===== src/rtl/window_scan_sequencer_pkg.sv =====
// Shared definitions for the window scan sequencer and its position stepper.
//   - Default screen/window geometry (network parameters)
//   - Sequencer state type
//   - window_fits(): whether a window of the given size fits on the screen at all
package window_scan_sequencer_pkg;

  localparam int unsigned NET_X_BITS   = 10;
  localparam int unsigned NET_Y_BITS   = 10;
  localparam int unsigned NET_SCREEN_W = 640;
  localparam int unsigned NET_SCREEN_H = 480;
  localparam int unsigned NET_BUFFER_W = 28;
  localparam int unsigned NET_BUFFER_H = 28;
  localparam int unsigned NET_STRIDE_X = 28;
  localparam int unsigned NET_STRIDE_Y = 28;
  localparam int unsigned NET_CNT_BITS = 16;

  typedef enum logic [2:0] {
    ST_IDLE,
    ST_WAIT_FRAME,
    ST_FILL,
    ST_LAUNCH,
    ST_COMPUTE,
    ST_HANDOFF,
    ST_ADVANCE
  } scan_state_t;

  function automatic logic window_fits(input int unsigned buf_w, input int unsigned buf_h,
                                       input int unsigned scr_w, input int unsigned scr_h);
    return (buf_w <= scr_w) && (buf_h <= scr_h);
  endfunction

endpackage


===== src/rtl/window_scan_sequencer_window_pos_stepper.sv =====
// window_pos_stepper: combinational next window origin for a raster-order scan.
//   x_pos/y_pos   : current window origin
//   next_x/next_y : origin of the following window ((0,0) after the last one)
//   last_window   : current window is the final one of the frame (always set
//                   when the window does not fit on the screen at all)
module window_pos_stepper
  import window_scan_sequencer_pkg::*;
#(
  parameter int unsigned X_BITS   = NET_X_BITS,
  parameter int unsigned Y_BITS   = NET_Y_BITS,
  parameter int unsigned SCREEN_W = NET_SCREEN_W,
  parameter int unsigned SCREEN_H = NET_SCREEN_H,
  parameter int unsigned BUFFER_W = NET_BUFFER_W,
  parameter int unsigned BUFFER_H = NET_BUFFER_H,
  parameter int unsigned STRIDE_X = NET_STRIDE_X,
  parameter int unsigned STRIDE_Y = NET_STRIDE_Y
) (
  input  logic [X_BITS-1:0] x_pos,
  input  logic [Y_BITS-1:0] y_pos,
  output logic [X_BITS-1:0] next_x,
  output logic [Y_BITS-1:0] next_y,
  output logic              last_window
);

  localparam int unsigned XB  = X_BITS;
  localparam int unsigned YB  = Y_BITS;
  localparam int unsigned XW  = X_BITS + 1;
  localparam int unsigned YW  = Y_BITS + 1;
  localparam logic        FITS = window_fits(BUFFER_W, BUFFER_H, SCREEN_W, SCREEN_H);

  // One extra bit so the far edge of the next window cannot wrap.
  localparam logic [XW-1:0] X_STEP_END = XW'(STRIDE_X + BUFFER_W);
  localparam logic [YW-1:0] Y_STEP_END = YW'(STRIDE_Y + BUFFER_H);
  localparam logic [XW-1:0] X_LIMIT    = XW'(SCREEN_W);
  localparam logic [YW-1:0] Y_LIMIT    = YW'(SCREEN_H);

  logic [XW-1:0] x_end;
  logic [YW-1:0] y_end;

  assign x_end = {1'b0, x_pos} + X_STEP_END;
  assign y_end = {1'b0, y_pos} + Y_STEP_END;

  always_comb begin
    next_x      = x_pos;
    next_y      = y_pos;
    last_window = 1'b0;
    if (!FITS) begin
      next_x      = '0;
      next_y      = '0;
      last_window = 1'b1;
    end else if (x_end <= X_LIMIT) begin
      next_x = x_pos + XB'(STRIDE_X);
    end else begin
      next_x = '0;
      if (y_end <= Y_LIMIT) begin
        next_y = y_pos + YB'(STRIDE_Y);
      end else begin
        next_y      = '0;
        last_window = 1'b1;
      end
    end
  end

endmodule


===== src/rtl/window_scan_sequencer.sv =====
// window_scan_sequencer: walks a window across the video frame, waits for the
// window controller to fill it, launches the mult-adder tree and hands each
// result downstream over a valid/ready handshake.
//   clock, reset            : system clock, synchronous active-high reset
//   start, abort            : begin a scan at (0,0) / return to idle at once
//   continuous              : restart automatically after the last window
//   screen_x, screen_y      : position of the current stream pixel
//   buffer_rdy              : window controller reports the buffer full
//   tree_done               : mult-adder tree result ready (pulse)
//   win_ready               : downstream accepts the window result
//   buffer_x_pos/_y_pos     : window origin driven to the window controller
//   tree_start              : one-cycle launch pulse to the tree
//   win_valid               : window result available downstream
//   busy, scan_done         : not idle / last window accepted (pulse)
//   window_count            : windows accepted since the last start
module window_scan_sequencer
  import window_scan_sequencer_pkg::*;
#(
  parameter int unsigned X_BITS   = NET_X_BITS,
  parameter int unsigned Y_BITS   = NET_Y_BITS,
  parameter int unsigned SCREEN_W = NET_SCREEN_W,
  parameter int unsigned SCREEN_H = NET_SCREEN_H,
  parameter int unsigned BUFFER_W = NET_BUFFER_W,
  parameter int unsigned BUFFER_H = NET_BUFFER_H,
  parameter int unsigned STRIDE_X = NET_STRIDE_X,
  parameter int unsigned STRIDE_Y = NET_STRIDE_Y,
  parameter int unsigned CNT_BITS = NET_CNT_BITS
) (
  input  logic                clock,
  input  logic                reset,
  input  logic                start,
  input  logic                abort,
  input  logic                continuous,
  input  logic [X_BITS-1:0]   screen_x,
  input  logic [Y_BITS-1:0]   screen_y,
  input  logic                buffer_rdy,
  input  logic                tree_done,
  input  logic                win_ready,
  output logic [X_BITS-1:0]   buffer_x_pos,
  output logic [Y_BITS-1:0]   buffer_y_pos,
  output logic                tree_start,
  output logic                win_valid,
  output logic                busy,
  output logic                scan_done,
  output logic [CNT_BITS-1:0] window_count
);

  localparam logic WIN_FITS = window_fits(BUFFER_W, BUFFER_H, SCREEN_W, SCREEN_H);

  scan_state_t       state;
  logic              rdy_low_seen;
  logic [X_BITS-1:0] step_x;
  logic [Y_BITS-1:0] step_y;
  logic              step_last;

  window_pos_stepper #(
    .X_BITS   (X_BITS),
    .Y_BITS   (Y_BITS),
    .SCREEN_W (SCREEN_W),
    .SCREEN_H (SCREEN_H),
    .BUFFER_W (BUFFER_W),
    .BUFFER_H (BUFFER_H),
    .STRIDE_X (STRIDE_X),
    .STRIDE_Y (STRIDE_Y)
  ) u_stepper (
    .x_pos       (buffer_x_pos),
    .y_pos       (buffer_y_pos),
    .next_x      (step_x),
    .next_y      (step_y),
    .last_window (step_last)
  );

  always_ff @(posedge clock) begin
    if (reset) begin
      state        <= ST_IDLE;
      rdy_low_seen <= 1'b0;
      buffer_x_pos <= '0;
      buffer_y_pos <= '0;
      tree_start   <= 1'b0;
      win_valid    <= 1'b0;
      busy         <= 1'b0;
      scan_done    <= 1'b0;
      window_count <= '0;
    end else if (abort) begin
      // window_count is deliberately kept so software can see progress.
      state        <= ST_IDLE;
      rdy_low_seen <= 1'b0;
      buffer_x_pos <= '0;
      buffer_y_pos <= '0;
      tree_start   <= 1'b0;
      win_valid    <= 1'b0;
      busy         <= 1'b0;
      scan_done    <= 1'b0;
    end else begin
      tree_start <= 1'b0;
      scan_done  <= 1'b0;
      unique case (state)
        ST_IDLE: begin
          buffer_x_pos <= '0;
          buffer_y_pos <= '0;
          if (start) begin
            window_count <= '0;
            busy         <= 1'b1;
            // A window that cannot fit is never launched: finish straight away.
            state        <= WIN_FITS ? ST_WAIT_FRAME : ST_ADVANCE;
          end
        end
        ST_WAIT_FRAME: begin
          if (screen_x == '0 && screen_y == '0) begin
            rdy_low_seen <= 1'b0;
            state        <= ST_FILL;
          end
        end
        ST_FILL: begin
          // Require a low on buffer_rdy first so a level left over from the
          // previous window cannot launch the tree.
          if (!buffer_rdy) begin
            rdy_low_seen <= 1'b1;
          end else if (rdy_low_seen) begin
            tree_start <= 1'b1;
            state      <= ST_LAUNCH;
          end
        end
        ST_LAUNCH: begin
          state <= ST_COMPUTE;
        end
        ST_COMPUTE: begin
          if (tree_done) begin
            win_valid <= 1'b1;
            state     <= ST_HANDOFF;
          end
        end
        ST_HANDOFF: begin
          if (win_ready) begin
            win_valid    <= 1'b0;
            window_count <= window_count + 1'b1;
            state        <= ST_ADVANCE;
          end
        end
        ST_ADVANCE: begin
          buffer_x_pos <= step_x;
          buffer_y_pos <= step_y;
          if (step_last) begin
            scan_done <= 1'b1;
            if (continuous && WIN_FITS) begin
              window_count <= '0;
              state        <= ST_WAIT_FRAME;
            end else begin
              busy  <= 1'b0;
              state <= ST_IDLE;
            end
          end else begin
            state <= ST_WAIT_FRAME;
          end
        end
        default: begin
          busy  <= 1'b0;
          state <= ST_IDLE;
        end
      endcase
    end
  end

endmodule


===== config.mk =====
export PLATFORM = sky130hd
export DESIGN_NAME = window_scan_sequencer
export DESIGN_NICKNAME = d
export VERILOG_FILES = /design/src/rtl/window_scan_sequencer_pkg.sv /design/src/rtl/window_scan_sequencer_window_pos_stepper.sv /design/src/rtl/window_scan_sequencer.sv
export SDC_FILE = /design/constraint.sdc
export NUM_CORES = 1
export LEC_CHECK = 0
export ABC_AREA = 1
export ABC_CLOCK_PERIOD_IN_PS = 4000
export BUFFER_PORTS_ARGS = -buffer_cell sky130_fd_sc_hd__buf_2
export CAP_MARGIN = 25
export CORE_MARGIN = 2
export CORE_UTILIZATION = 50
export CTS_BUF_LIST = sky130_fd_sc_hd__clkbuf_4 sky130_fd_sc_hd__clkbuf_8 sky130_fd_sc_hd__clkbuf_16
export CTS_CLUSTER_DIAMETER = 30
export CTS_CLUSTER_SIZE = 40
export DETAILED_ROUTE_END_ITERATION = 12
export PLACE_DENSITY = 0.86
export SLEW_MARGIN = 20
export SYNTH_ARGS = -nofsm -noshare
export SYNTH_HDL_FRONTEND = slang
export SYNTH_HIERARCHICAL = 1
export SYNTH_SLANG_ARGS = --single-unit

===== constraint.sdc =====
create_clock -name clock -period 4 [get_ports clock]
set_input_delay 0.4 -clock clock [delete_from_list [all_inputs] [get_ports clock]]
set_output_delay 0.4 -clock clock [all_outputs]
set_load 0.01 [all_outputs]

==> results of run 1 <==
through the flow:
stage | util | cell area (um2) | std cells | worst slack [ns]
5_1_grt | 0.588 | 3440 | 627 | 0.749
3_3_place_gp | 0.569 | 3330 | 619 | 1.26
6_report | 0.588 | 3440 | 627 | 1.07
3_5_place_dp | 0.569 | 3330 | 619 | 1.11
4_1_cts | 0.588 | 3440 | 627 | 1.09
2_1_floorplan | - | 2980 | 490 | 1.70
metal layers:
| layer | vias up | share of wire |
|---|---|---|
| met2 | 70 | 0.50 |
| met4 | 0 | 0.012 |
| met5 | - | 0 |
| met3 | 14 | 0.044 |
| met1 | 1442 | 0.45 |
| li1 | 1661 | - |
worst max-delay path: cells and delay by family, from the launching register on:
kind | cells | cell delay (ns)
simple gates | 17 | 1.71
flops | 1 | 0.40
fa+ha+maj | 1 | 0.30
buf+inv | 4 | 0.43
kinds of logic (layout without fill, tap and decap cells):
kind of cell / Yosys count / in the layout / share of synthesized area
AO/OA/AOI/OAI: 51 / 51 / 0.0902
buffers and inverters: 72 / 134 / 0.102
adder cells (fa/ha/maj): 9 / 9 / 0.0377
AND/OR/NAND/NOR: 300 / 300 / 0.434
flip-flops: 44 / 44 / 0.295
XOR/XNOR: 14 / 14 / 0.0411
flip-flops by register name, summed over array words and instances, names as in the netlist:
register and cells:
window_count 16, buffer_x_pos 10, buffer_y_pos 10, state 3, busy 1, rdy_low_seen 1
scan_done 1, tree_start 1, win_valid 1
layout make-up:
| type | count | area, um2 |
|---|---|---|
| Clock buffer | 6 | 76.3 |
| Fill cell | 580 | 2410 |
| Sequential cell | 44 | 881 |
| Multi-Input combinational cell | 374 | 1800 |
| Tap cell | 75 | 93.8 |
| Timing Repair Buffer | 67 | 335 |
| Inverter | 59 | 221 |
| Clock inverter | 2 | 35.0 |
synthesized netlist by cell type:
cell      count  area (um2)
a21oi_1      41         205
a21oi_4       1        16.3
and2_1        1        6.26
buf_1         2        7.51
buf_12        1        20.0
buf_4         1        7.51
buf_6         2        22.5
clkbuf_1      7        26.3
clkinv_1      1        3.75
dfxtp_1      44         881
ha_1          9         113
inv_1        52         195
inv_2         6        22.5
nand2_1     141         529
nand2_2       3        18.8
nand2_4       3        33.8
nand3_1      55         275
nand3_2       1        10.0
nand3_4       1        17.5
nand4_1       5        31.3
nor2_1       76         285
nor2_2        2        12.5
nor2_4        1        11.3
nor3_1        7        35.0
nor3b_1       2        15.0
o21ai_0       8        40.0
o21bai_1      1        7.51
or2_2         2        12.5
xnor2_1       4        35.0
xor2_1       10        87.6
path summary, 6_finish.rpt:
path | cells after the start | to | slack (ns) | from
max | 22 | window_count[14] | 1.07 | buffer_x_pos[3]
min | 3 | tree_start | 0.35 | buffer_rdy
max reg2reg | 22 | window_count[14] | 1.07 | buffer_x_pos[3]
min reg2reg | 2 | tree_start | 0.46 | rdy_low_seen
power breakdown:
group          switching, mW  leakage [nW]  internal (mW)
registers            0.00625         0.355          0.442
logic                 0.0774          1.15         0.0323
clock network          0.159        0.0586          0.192
total                  0.243          1.57          0.666
==> impl_results.md, run 1 <==
* Fin nets at about 590
* First-pass detailed-route iteration total at 4
* Critical Path RT at 4.20 ns
* Slew of the pin with the lowest slew margin at 0.875 ns
* Slew Viols, Final at 0
* First-pass GRT wire length at 12100 um
* Starting Density at 0.510
* Sequential area share after synthesis at 0.295
* DRC at 0
* Antenna Nets Post-Route at 0
* Hold_ws at approximately 0.35 ns
* Reg clk slew, reported paths at 0.09 ns
* Core ar. at between 5000 and 6000 um2
* Htree depth at 2
* Largest net degree at the start of global routing at 24
* CTS tree: done
* Met2 GRT Util at 0.414
* # resized after CTS at 0
* Share of layout cells above drive strength 1 at 0.172
* Met3 Use GR at 0.0356
* Max_cap viols at 0
* Unique masters post-synth at 30
* Startpoint Class: flop
* Setup violations, final at 0
* Type of the tightest min-delay check: primary input to flop
* Status: completed
* Post-CTS Hold Buffers at 0
* Hold Vio Cnt, Final at 0
* Met1 Usage GRT at 0.274
* Most Frequent Cell on Critical Path: nand2_1
* Later-pin clock latency in the skew report at ~0.3 ns
* Slowest cell on crit path: dfxtp_1
* Fmax at ~340 MHz
* CP arrival at about 3.1 ns
* Critical Path, Cell by Cell: inv_1 > ha_1 > nand2_1 > inv_1 > nand2_1 > nand2_1 > nand2_1 > nand2_1 > nand2_1 > nand2_2 > nand2_4 > nand2_1 > inv_1 > nand2_1 > nand2_1 > nand2_1 > nor2_2 > nand2_4 > inv_2 > nand2_1 > nor2_1 > nor2_1
* Chip Height at roughly 81 um
* Full die area at ~6600 um2
* Initial antenna violation count at 0
* Synthesized cell area at 2980 um2
* Final WL at 7150 um
* Commonest non-fill, non-tap cells in the layout: 141 x nand2_1, 76 x nor2_1, 67 x buf_2
* Row Count at 28
* Root Driver: clkbuf_8
* IO buf count at 67
* Slowest stage delay, CP at ~0.40 ns
* Die Width at a little over 80 um
* Setup bufs post-CTS at 0
* Layout area overhead at 15.3%
* I/O Pins at 68
* Vias per Instance at approximately 5.1
* CTS Sinks at between 40 and 50
* Vias in the first global route at 2851
* GPL Wtd Cong at a little under 0.9
* Grt ovf at 0
* Post-DP HPWL at roughly 5200 um
* Leakage power at approximately 1.6 nW
* Crit-path max FO at 19
* TNS Setup at 0 ns
* VDD IR-drop max at between 0.15 and 0.2 mV
* Syn_area_per_cell at between 6 and 7 um2
* Tcrit/Tclk final at 0.732
* Gr usage total at 0.227
* Critical path endpoint category: flop
* Yosys warns at 6
* Most common cell after layout, fill and taps aside: nand2_1
* Pwr Density at ~260 nW/um2
* Cells after Synth at roughly 500
* Clock Skews at 0.00653 ns
* Register bit total from synthesis at 44
* CP Class: flop to flop
* Post-Syn Nets at 527
* Diode count at 0
* Initial DRC count at approximately 160
* Relative slew slack at 0.415
* Crit path time final at roughly 2.9 ns
* Vias at 3187
* Power consumption at a little over 900 uW
* Clock Path Buffers at 2
* Most used routing layer: met2
* CTS buffer count at 5
* Unrepaired setup endpoints after global routing: no
* Drt wl/cell at around 11 um
Note: power is estimated with default switching activity, not from simulation.
==> inputs of run 2 (changes only) <==
- ABC_CLOCK_PERIOD_IN_PS: 4000 -> 2950
- clock period: 4 -> 2.95 ns (I/O delays scaled with it)
==> impl_results.md, run 2 (synthesis results as in run 1) <==
* Status: completed
* Antenna Nets Post-Route at 0 (unchanged)
* Biggest register: window_count
* Grt ovf at 0 (unchanged)
* CP Class: flop to flop
* Chip Height at 81.3 um (unchanged)
* # resized after CTS at 0 (unchanged)
* Die Width at 81.3 um (unchanged)
* Clock Path Buffers at 2 (unchanged)
* Initial antenna violation count at 0 (unchanged)
* Max reg flops at 16 (unchanged)
* Fin nets at 591 (+0.51%)
* Flop pwr share at 0.518 (+0.026)
* Int Pwr at 848 uW (+27%)
* Relative slew slack at 0.480 (+0.0648)
* VDD IR-drop max at 0.274 mV (+62%)
* Dpl cell area at 3350 um2 (+0.68%)
* Slew of the pin with the lowest slew margin at 0.780 ns (-0.0959 ns)
* Max_cap viols at 0 (unchanged)
* Startpoint Class: flop
* Post-CTS Hold Buffers at 0 (unchanged)
* I/O Pins at 68 (unchanged)
* DRC at 0 (unchanged)
* Initial DRC count at 216 (+33%)
* GPL Wtd Cong at 0.908 (+1.4%)
* Tcrit/Tclk final at 0.892 (+0.160)
* Core ar. at 5850 um2 (unchanged)
* Htree depth at 2 (unchanged)
* Drt wl/cell at 11.3 um (-0.50%)
* Slew Viols, Final at 0 (unchanged)
* Layout area overhead at 15.6%
* Hold Vio Cnt, Final at 0 (unchanged)
* First-pass detailed-route iteration total at 4 (unchanged)
* Switching Fraction at 0.277 (+0.00945)
* IO buf count at 67 (unchanged)
* Unrepaired setup endpoints after global routing: no
* CTS tree: done
* Starting Density at 0.510 (unchanged)
* Pwr Density at 340 nW/um2 (+29%)
* Crit-path max FO at 19 (unchanged)
* Clock Skews at 0.00974 ns (+0.00321 ns)
* Clk pwr share at 0.350 (-0.037)
* Vias per Instance at 5.04 (-0.85%)
* Setup violations, final at 0 (unchanged)
* Vias at 3175 (-0.38%)
* Vias in the first global route at 2862 (+0.39%)
* TNS Setup at 0 ns (unchanged)
* Sw Pwr at 325 uW (+33%)
* Share of layout cells above drive strength 1 at 0.177 (+0.00448)
* Critical Path RT at 3.15 ns (-1.05 ns)
* Leakage power at 1.57 nW (+0.32%)
* Full die area at 6600 um2 (unchanged)
* Crit path time final at 2.63 ns (-0.296 ns)
* Post-DP HPWL at 5190 um (+0.27%)
* Fillers at 549 (-5.3%)
* Regs by FF count: window_count (16), buffer_x_pos (10), buffer_y_pos (10)
* CP arrival at 2.84 ns (-0.29 ns)
* Commonest non-fill, non-tap cells in the layout: 141 x nand2_1, 76 x nor2_1, 67 x buf_2
* First-pass GRT wire length at 12100 um (-0.12%)
* CTS buffer count at 5 (unchanged)
* Most common cell after layout, fill and taps aside: nand2_1
* Setup bufs post-CTS at 0 (unchanged)
* Diode count at 0 (unchanged)
* Largest net degree at the start of global routing at 24 (unchanged)
* Row Count at 28 (unchanged)
* Logic pwr share at 0.132 (+0.011)
* Final WL at 7150 um (about the same)
* Gr usage total at 0.228 (+0.000519)
* Critical path endpoint category: flop
* Fmax at 380 MHz (+11%)
* CTS Sinks at 44 (unchanged)
* Type of the tightest min-delay check: primary input to flop
* Reg clk slew, reported paths at 0.09 ns (about the same)
* Later-pin clock latency in the skew report at 0.30 ns (about the same)
* Root Driver: clkbuf_8
* Fin area at 3450 um2 (+0.25%)
[run 2: cell count changes in the layout (fill, tap and decap cells not counted)]
cell,delta
clkinv_2,-1
bufinv_16,-1
buf_4,+3
clkbuf_8,+1
clkinvlp_4,+1
[run 2: worst paths after layout]
check	startpoint	end	slack (ns)	depth (start not counted)
worst max-delay path	buffer_x_pos[3]	window_count[14]	0.32	18
worst min-delay path	buffer_rdy	tree_start	0.24	3
worst max register to register	buffer_x_pos[3]	window_count[14]	0.32	18
worst min register to register	rdy_low_seen	tree_start	0.46	2
[run 2: area by class of cell]
cell class / instances / area, um2 / share of cell area
tap: 75 / 93.8 / 0.0272
multi-input combinational: 374 / 1800 / 0.521
clock inverter: 1 / 7.51 / 0.00218
timing repair buffer: 70 / 358 / 0.104
inverter: 59 / 221 / 0.0642
clock buffer: 7 / 90.1 / 0.0261
sequential: 44 / 881 / 0.255
[run 2: routing by layer]
layer / up-vias / part of all wire / track usage
met5: - / 0 / 0
met2: 78 / 0.50 / 0.422
met3: 12 / 0.045 / 0.0444
met1: 1415 / 0.44 / 0.264
li1: 1670 / - / -
met4: 0 / 0.011 / 0.0627
[run 2: stage by stage]
step | power (mW) | setup WS (ns) | std cells | util | hold slack (ns)
after global routing | 1.23 | 0.0478 | 630 | 0.590 | 0.262
after global placement | 0.770 | 0.487 | 622 | 0.573 | 0.439
after detailed placement | 0.774 | 0.340 | 622 | 0.573 | 0.431
final | 1.17 | 0.318 | 630 | 0.590 | 0.240
after CTS | 1.18 | 0.324 | 630 | 0.590 | 0.230
after floorplan | 0.734 | 0.651 | 490 | - | 0.364
[run 2: worst max-delay path, cell delays in order (launching register included)]
cell	delay [ns]
dfxtp_1	0.41
inv_1	0.11
ha_1	0.26
nor2_2	0.15
nand3_1	0.09
a21oi_1	0.19
nand2_2	0.10
nand2_4	0.20
nand2_1	0.07
inv_1	0.13
nand2_1	0.07
nand2_1	0.06
nand2_1	0.06
nor2_2	0.14
nand2_4	0.14
inv_2	0.16
nand2_1	0.06
nor2_1	0.09
nor2_1	0.05
[run 2: power by group through the flow]
stage / sequential [mW] / combinational (mW) / clock (mW)
final: 0.607 / 0.155 / 0.411
after floorplan: 0.617 / 0.116 / 0
after detailed placement: 0.621 / 0.154 / 0
after global placement: 0.621 / 0.149 / 0
after global routing: 0.608 / 0.172 / 0.446
after CTS: 0.607 / 0.154 / 0.420
==> inputs of run 3 (changes only) <==
- CORE_UTILIZATION: 50 -> 55
- PLACE_DENSITY: 0.86 -> 0.92
==> impl_results.md, run 3 (synthesis results as in run 1) <==
* CP arrival at 2.83 ns (about the same)
* Max_cap viols at 0 (unchanged)
* Reg2reg path depth at 22 (+4)
* Post-CTS Hold Buffers at 0 (unchanged)
* Most used routing layer: met2
* Relative slew slack at 0.477 (-0.00302)
* Biggest register: window_count
* Fin area at 3450 um2 (about the same)
* GPL Wtd Cong at 0.927 (+2.1%)
* Dpl cell area at 3350 um2 (-0.19%)
* TNS Setup at 0 ns (unchanged)
* VDD IR-drop max at 0.229 mV (-16%)
* Post-DP HPWL at 5190 um (about the same)
* Post-layout util at 0.667 (+0.0778)
* Share of layout cells above drive strength 1 at 0.177 (unchanged)
* Startpoint Class: flop
* IO buf count at 67 (unchanged)
* Min-delay src: buffer_rdy
* Commonest non-fill, non-tap cells in the layout: 141 x nand2_1, 76 x nor2_1, 67 x buf_2
* Crit path time final at 2.62 ns (-0.00843 ns)
* Later-pin clock latency in the skew report at 0.30 ns (about the same)
* Met1 Usage GRT at 0.300 (+0.0353)
* Unrepaired setup endpoints after global routing: no
* First-pass GRT wire length at 12600 um (+4.2%)
* Die Width at 77.7 um (-4.4%)
* Vias at 3257 (+2.6%)
* Met2 GRT Util at 0.453 (+0.0311)
* CTS buffer count at 5 (unchanged)
* Drt wl/cell at 11.7 um (+2.7%)
* Gr usage total at 0.250 (+0.0219)
* First-pass detailed-route iteration total at 5 (+1)
* Hold path endpoint: tree_start
* Antenna Nets Post-Route at 0 (unchanged)
* Fin nets at 591 (unchanged)
* Final WL at 7280 um (+1.9%)
* Hold Vio Cnt, Final at 0 (unchanged)
* Reg-to-Reg End: window_count[14]
* Met3 Use GR at 0.0465 (+0.00207)
* Layout area overhead at 15.7% (about the same)
* Setup violations, final at 0 (unchanged)
* Status: completed
* Max reg flops at 16 (unchanged)
* Root Driver: clkbuf_8
* Critical path endpoint category: flop
* Most common cell after layout, fill and taps aside: nand2_1
* I/O Pins at 68 (unchanged)
* Core ar. at 5170 um2 (-12%)
* Slew Viols, Final at 0 (unchanged)
* CTS tree: done
* Tcrit/Tclk final at 0.889 (-0.00286)
* Full die area at 6030 um2 (-8.7%)
* Initial DRC count at 173 (-20%)
* Diode count at 0 (unchanged)
* Fmax at 381 MHz (+0.32%)
* Pwr Density at 341 nW/um2 (+0.31%)
* Starting Density at 0.577 (+0.0669)
* Slew of the pin with the lowest slew margin at 0.784 ns (+0.00453 ns)
* Critical Path RT at 3.15 ns (about the same)
* Largest net degree at the start of global routing at 24 (unchanged)
* Cell count of the worst hold path at 3 (unchanged)
* Power consumption at 1.18 mW (+0.38%)
* CTS Sinks at 44 (unchanged)
* R2R Setup Slk at 0.33 ns (about the same)
* Reg clk slew, reported paths at 0.09 ns (about the same)
* Regs by FF count: window_count (16), buffer_x_pos (10), buffer_y_pos (10)
* Reg2reg start: buffer_x_pos[3]
* Grt ovf at 0 (unchanged)
* Hold_ws at 0.255 ns (+0.0154 ns)
* CP Class: flop to flop
* Type of the tightest min-delay check: primary input to flop
* Vias in the first global route at 2949 (+3.0%)
* Vias per Instance at 5.21 (+3.4%)
* Clock Skews at 0.0124 ns (+0.00268 ns)
* Leakage power at 1.58 nW (+0.38%)
* Clock Path Buffers at 2 (unchanged)
* Row Count at 26 (-7.1%)
* Crit-path max FO at 19 (unchanged)
* Htree depth at 2 (unchanged)
* DRC at 0 (unchanged)
* Initial antenna violation count at 0 (unchanged)
* Chip Height at 77.7 um (-4.4%)
-- run 3: where the power goes --
group,internal (mW),leakage [nW],switching [mW],total (mW)
sequential,0.599,0.355,0.00883,0.608
clock,0.210,0.0523,0.202,0.412
combinational,0.0495,1.17,0.108,0.157
-- run 3: worst max path at each step --
stage / from / end / slack (ns)
2_1_floorplan: buffer_x_pos[3] / window_count[13] / 0.65
3_3_place_gp: buffer_x_pos[3] / window_count[14] / 0.51
3_5_place_dp: buffer_x_pos[3] / window_count[14] / 0.39
4_1_cts: buffer_x_pos[3] / window_count[14] / 0.31
5_1_grt: buffer_x_pos[3] / window_count[14] / 0.03
6_report: buffer_x_pos[3] / window_count[14] / 0.33
-- run 3: worst max-delay path: stages, from the launching register on --
cell and delay, ns:
dfxtp_1 0.39, inv_1 0.10, ha_1 0.29, nand2_1 0.07, inv_1 0.05, nand2_1 0.08, nand2_1 0.06, nand2_1 0.05
nand2_1 0.05, nand2_1 0.10, nand2_2 0.11, nand2_8 0.15, nand2_1 0.06, inv_1 0.13, nand2_1 0.06, nand2_1 0.06
nand2_1 0.06, nor2_2 0.14, nand2_4 0.14, inv_2 0.15, nand2_1 0.07, nor2_1 0.08, nor2_1 0.05
-- run 3: stage by stage --
step | setup WS, ns | std cells
2_1_floorplan | 0.651 | 490
3_3_place_gp | 0.507 | 617
3_5_place_dp | 0.391 | 617
4_1_cts | 0.314 | 625
5_1_grt | 0.0299 | 625
6_report | 0.326 | 625
-- run 3: cell type report --
cell class | instances | area [um2]
multi-input combinational | 374 | 1810
inverter | 59 | 221
timing repair buffer | 70 | 358
clock buffer | 8 | 97.6
fill | 442 | 1720
tap | 70 | 87.6
sequential | 44 | 881
-- run 3: repair_timing --
action	CTS	global route
resized for setup	0	1
endpoints found under the setup margin	0	1
endpoints found under the hold margin	0	0
buffers inserted	0	0
-- run 3: routing by layer --
metal	vias to the layer above	wire length (um)
li1	1668	-
met1	1489	3190
met2	88	3680
met3	12	324
met4	0	89
met5	-	0
